--- config.mk ---
export PLATFORM = sky130hd
export DESIGN_NAME = multi_counter
export DESIGN_NICKNAME = d
export VERILOG_FILES = /design/src/rtl/multi_counter.sv
export SDC_FILE = /design/constraint.sdc
export NUM_CORES = 1
export LEC_CHECK = 0
export ABC_AREA = 1
export CORE_MARGIN = 2
export CORE_UTILIZATION = 51
export CTS_BUF_LIST = sky130_fd_sc_hd__clkbuf_8 sky130_fd_sc_hd__clkbuf_16
export CTS_CLUSTER_DIAMETER = 50
export DETAILED_ROUTE_END_ITERATION = 12
export MAX_ROUTING_LAYER = met4
export PLACE_DENSITY_LB_ADDON = 0.08
export SLEW_MARGIN = 40
export SYNTH_ARGS = -nofsm -noshare
export SYNTH_HDL_FRONTEND = slang
export SYNTH_SLANG_ARGS = --single-unit
--- constraint.sdc ---
create_clock -name clk1 -period 2.8 [get_ports clk1]
set_input_delay 0.84 -clock clk1 [delete_from_list [all_inputs] [get_ports clk1]]
set_output_delay 0.84 -clock clk1 [all_outputs]
set_load 0.1 [all_outputs]
--- src/rtl/multi_counter.sv ---
// Multi-channel accumulating counter with wrap/saturate, sticky overflow and threshold flags.
// One-cycle update latency; no backpressure, so every enabled edge accumulates.
module multi_counter #(
    parameter int                 WIDTH_P = 8,
    parameter int                 NUM_CH  = 4,
    parameter logic [WIDTH_P-1:0] THR_RST = '0
) (
    input  logic                        clk1,
    input  logic                        reset,
    input  logic [NUM_CH-1:0]           en,
    input  logic [NUM_CH-1:0]           clr,
    input  logic [NUM_CH*WIDTH_P-1:0]   inc,
    input  logic                        sat_mode,
    input  logic                        thr_we,
    input  logic [WIDTH_P-1:0]          thr_wdata,
    input  logic [NUM_CH-1:0]           ovf_ack,
    output logic [NUM_CH*WIDTH_P-1:0]   val,
    output logic [NUM_CH-1:0]           overflow,
    output logic [NUM_CH-1:0]           thr_hit,
    output logic [NUM_CH-1:0]           non_zero,
    output logic                        any_ovf
);

    logic [WIDTH_P-1:0] thr_q;
    logic [WIDTH_P-1:0] val_q [NUM_CH];
    logic [WIDTH_P-1:0] val_d [NUM_CH];
    logic [WIDTH_P:0]   sum   [NUM_CH];
    logic [NUM_CH-1:0]  ovf_d;
    logic [NUM_CH-1:0]  hit_d;

    always_comb begin
        ovf_d = overflow & ~ovf_ack;
        hit_d = thr_hit;
        for (int i = 0; i < NUM_CH; i++) begin
            sum[i]   = {1'b0, val_q[i]} + {1'b0, inc[i*WIDTH_P +: WIDTH_P]};
            val_d[i] = val_q[i];
            if (clr[i]) begin
                val_d[i] = '0;
                ovf_d[i] = 1'b0;
                hit_d[i] = 1'b0;
            end else if (en[i]) begin
                val_d[i] = (sat_mode && sum[i][WIDTH_P]) ? '1 : sum[i][WIDTH_P-1:0];
                // A carry overrides a same-cycle acknowledge so no overflow event is lost.
                if (sum[i][WIDTH_P])
                    ovf_d[i] = 1'b1;
                if (sum[i][WIDTH_P] || (val_d[i] >= thr_q))
                    hit_d[i] = 1'b1;
            end
        end
    end

    always_ff @(posedge clk1 or posedge reset) begin
        if (reset) begin
            thr_q    <= THR_RST;
            overflow <= '0;
            thr_hit  <= '0;
            for (int i = 0; i < NUM_CH; i++)
                val_q[i] <= '0;
        end else begin
            if (thr_we)
                thr_q <= thr_wdata;
            overflow <= ovf_d;
            thr_hit  <= hit_d;
            for (int i = 0; i < NUM_CH; i++)
                val_q[i] <= val_d[i];
        end
    end

    for (genvar g = 0; g < NUM_CH; g++) begin : g_out
        assign val[g*WIDTH_P +: WIDTH_P] = val_q[g];
        assign non_zero[g]               = |val_q[g];
    end

    assign any_ovf = |overflow;

endmodule

==> results.md <==
- First-pass GRT wire length: 20.3 mm
- DRT iter0 DRCs: 231
- Vias per inst: 5.42
- ANT nets after route: 0
- Placed inst area: 0.00581 mm²
- Initial Util: 52.9%
- Post-synth net total: 757
- Most common cell in the synthesized netlist: nand2_1
- Final setup violation count: 2
- Io pins: 101
- Worst Setup Path Type: in -> reg
- Clock Tree Root: clkbuf_8
- Slew Viols, Final: 0
- Cell leakage power: 3.94 nW
- CTS Buf Count: 5
- Vias in the first global route: 4535
- Setup crit end kind: flop
- IO buf count: 100
- Hold Fails Final Rpt: 0
- Seq/Total Area, Yosys: 27.7%
- Status: finished, violations left
- Initial antenna violation count: 0
- Failing checks: negative setup slack
- Layout cells sized above 1: 33.5%
- Maximum clock frequency: 0.350 GHz
- Synth top area cells: dfrtp_1, nand2_1, ha_1
- VDD IR-drop max: 0.867 mV
- Antenna cell count: 0
- Final WS setup: -0.0535 ns
- Area Overhead vs Synth: 63.4%
- Clock Skew: 0.0194 ns
- Post-synth EDFFs: 0
- Startpoint Class: input port
- FILL cells: 420
- Max Buffers Root-to-Sink: 2
- Synth Cell Area: 0.00434 mm²
- CTS tree: done
- Crit path arrival time: 3.07 ns
- Post-synth ARST share: 100%
- Fin nets: 945
- Primary FF master, synth: dfrtp_1
- Cell taking the most area after synthesis: dfrtp_1
- Routed len/inst: 16.4 µm
- Clock latency on the worst-skew pair: 0.32 ns
- HP Class: reg -> reg
- Pin count of the biggest net entering global routing: 21
- Top cells by count, synth: nand2_1, inv_1, ha_1
- Rows: 33
- MaxCap Viol Count: 0
- Tot GR Track Use: 28.9%
- Max_slew headroom: 51.2%
- H-Tree Depth: 2
- Crit-path max FO: 8
- Pwr Density: 1300 mW/mm²
- Slew @ Worst Pin: 0.729 ns
- Post-place setup slack: -0.622 ns
- Yosys cell types: 19
- Chip width: 96.3 µm
- CTS sink count: 48
- Clock-pin slew on the worst setup and hold paths: 0.11 ns
- GRT overflow: 0
- Fin crit share: 102%
- Fin crit period: 2.85 ns
- TritonRoute pass-1 iters: 6
- Post-route DRC violation count: 0
- Worst EP required: 3.02 ns
- Syn_area_per_cell: 6.86 µm²
- Total of warnings raised by yosys: 0
- Synthesized instance count: 633
- GPL Wtd Cong: 0.912
- Core area: 0.00822 mm²
- Synth Register Bits: 48
- Die area: 0.00927 mm²
- CTS Hold Bufs: 0
- Yosys top cell area share: 27.7%
- Fin area: 0.00710 mm²
- Detailed placement HPWL: 9.42 mm
- WL final: 15.2 mm
- Die Y: 96.3 µm
- Vias after detailed routing: 5022
==> flip-flops by register name, indices dropped and copies added, names as in the netlist <==
signal,flops
val,32
thr_hit,4
overflow,4
thr_q,8
==> power by group <==
| group | total [mW] | internal [mW] | leakage, nW | switching, mW |
|---|---|---|---|---|
| logic | 7.34 | 2.80 | 3.26 | 4.54 |
| registers | 1.28 | 0.914 | 0.609 | 0.361 |
| clock network | 0.627 | 0.360 | 0.0687 | 0.268 |
| total | 9.24 | 4.07 | 3.94 | 5.17 |
==> stage by stage <==
step	setup TNS (ns)	hold WS, ns	power [mW]	util [%]	std cells
floorplan	0	0.538	5.19	-	633
global placement	-2.02	0.506	6.76	70.7	895
detailed placement	-2.71	0.517	6.93	70.7	895
CTS	0	0.546	8.28	78.8	913
global route	-0.213	0.582	9.77	86.4	927
finish	-0.0823	0.541	9.24	86.4	927
==> cells by family after synthesis <==
| family | count (synthesis) | share of synthesized area [%] |
|---|---|---|
| flip-flops | 48 | 27.7 |
| adder cells (fa/ha/maj) | 68 | 20.3 |
| AND/OR/NAND/NOR | 360 | 35.5 |
| AO/OA/AOI/OAI | 47 | 5.99 |
| multiplexers | 1 | 0.259 |
| buffers and inverters | 101 | 8.73 |
| XOR/XNOR | 8 | 1.61 |
==> critical path, cell delays in order <==
cell and delay [ns]:
dlygate4sd2_1 0.23, ha_2 0.19, fa_2 0.37, nand3_2 0.09, nand3_2 0.09, nand2_2 0.09
nand2_4 0.07, nand2_8 0.11, nand3_2 0.09, ha_1 0.31, a21oi_2 0.20, o21a_1 0.16
nand2_1 0.07, nand2_1 0.08, a21oi_2 0.06
==> per-layer routing <==
metal | GRT usage, % | routed length [µm] | vias to the layer above
li1 | - | - | 2370
met1 | 35.7 | 6160 | 2378
met2 | 50.0 | 7740 | 226
met3 | 3.05 | 845 | 48
met4 | 8.21 | 445 | 0
met5 | - | 0 | -
==> placed cells by master, fill, tap and decap left out, drive strengths merged <==
| master | count |
|---|---|
| nand2 | 283 |
| dlygate4sd2 | 3 |
| dfrtp | 48 |
| ha | 64 |
| a21oi | 32 |
| clkbuf | 5 |
| o21a | 4 |
| nor4 | 8 |
| o21ai | 11 |
| bufinv | 2 |
| or4 | 1 |
| clkdlybuf4s15 | 2 |
| inv | 101 |
| buf | 127 |
| dlymetal6s2s | 25 |
| clkdlybuf4s50 | 25 |
| mux2 | 1 |
| xnor2 | 8 |
| nand3 | 40 |
| nor2 | 28 |
| fa | 4 |
==> layout make-up <==
cell class	instances	area (µm²)	area share, %
timing repair buffer	182	1580	22.2
multi-input combinational	484	3670	51.7
tap	105	131	1.85
clock buffer	5	68.8	0.970
clock inverter	3	68.8	0.970
inverter	100	375	5.29
sequential	48	1210	17.0
==> path summary, 6_finish.rpt <==
kind | start | endpoint | slack (ns) | depth (start not counted)
min | val[16]$_DFFE_PP0P_ | val[16]$_DFFE_PP0P_ | 0.54 | 2
max reg2reg | val[16]$_DFFE_PP0P_ | thr_hit[2]$_DFFE_PP0P_ | 0.25 | 14
min in group asynchronous | reset | val[3]$_DFFE_PP0P_ | 0.83 | 2
max | inc[16] | thr_hit[2]$_DFFE_PP0P_ | -0.05 | 15
min reg2reg | val[16]$_DFFE_PP0P_ | val[16]$_DFFE_PP0P_ | 0.54 | 2
max in group asynchronous | reset | val[8]$_DFFE_PP0P_ | 1.28 | 3
==> repair_timing <==
item	CTS	global route
setup buffers	10	14
setup endpoints to repair	4	4
resized for setup	75	91
endpoints found under the hold margin	0	0
pin swaps	37	52
Power figures use the tool's default switching activity.
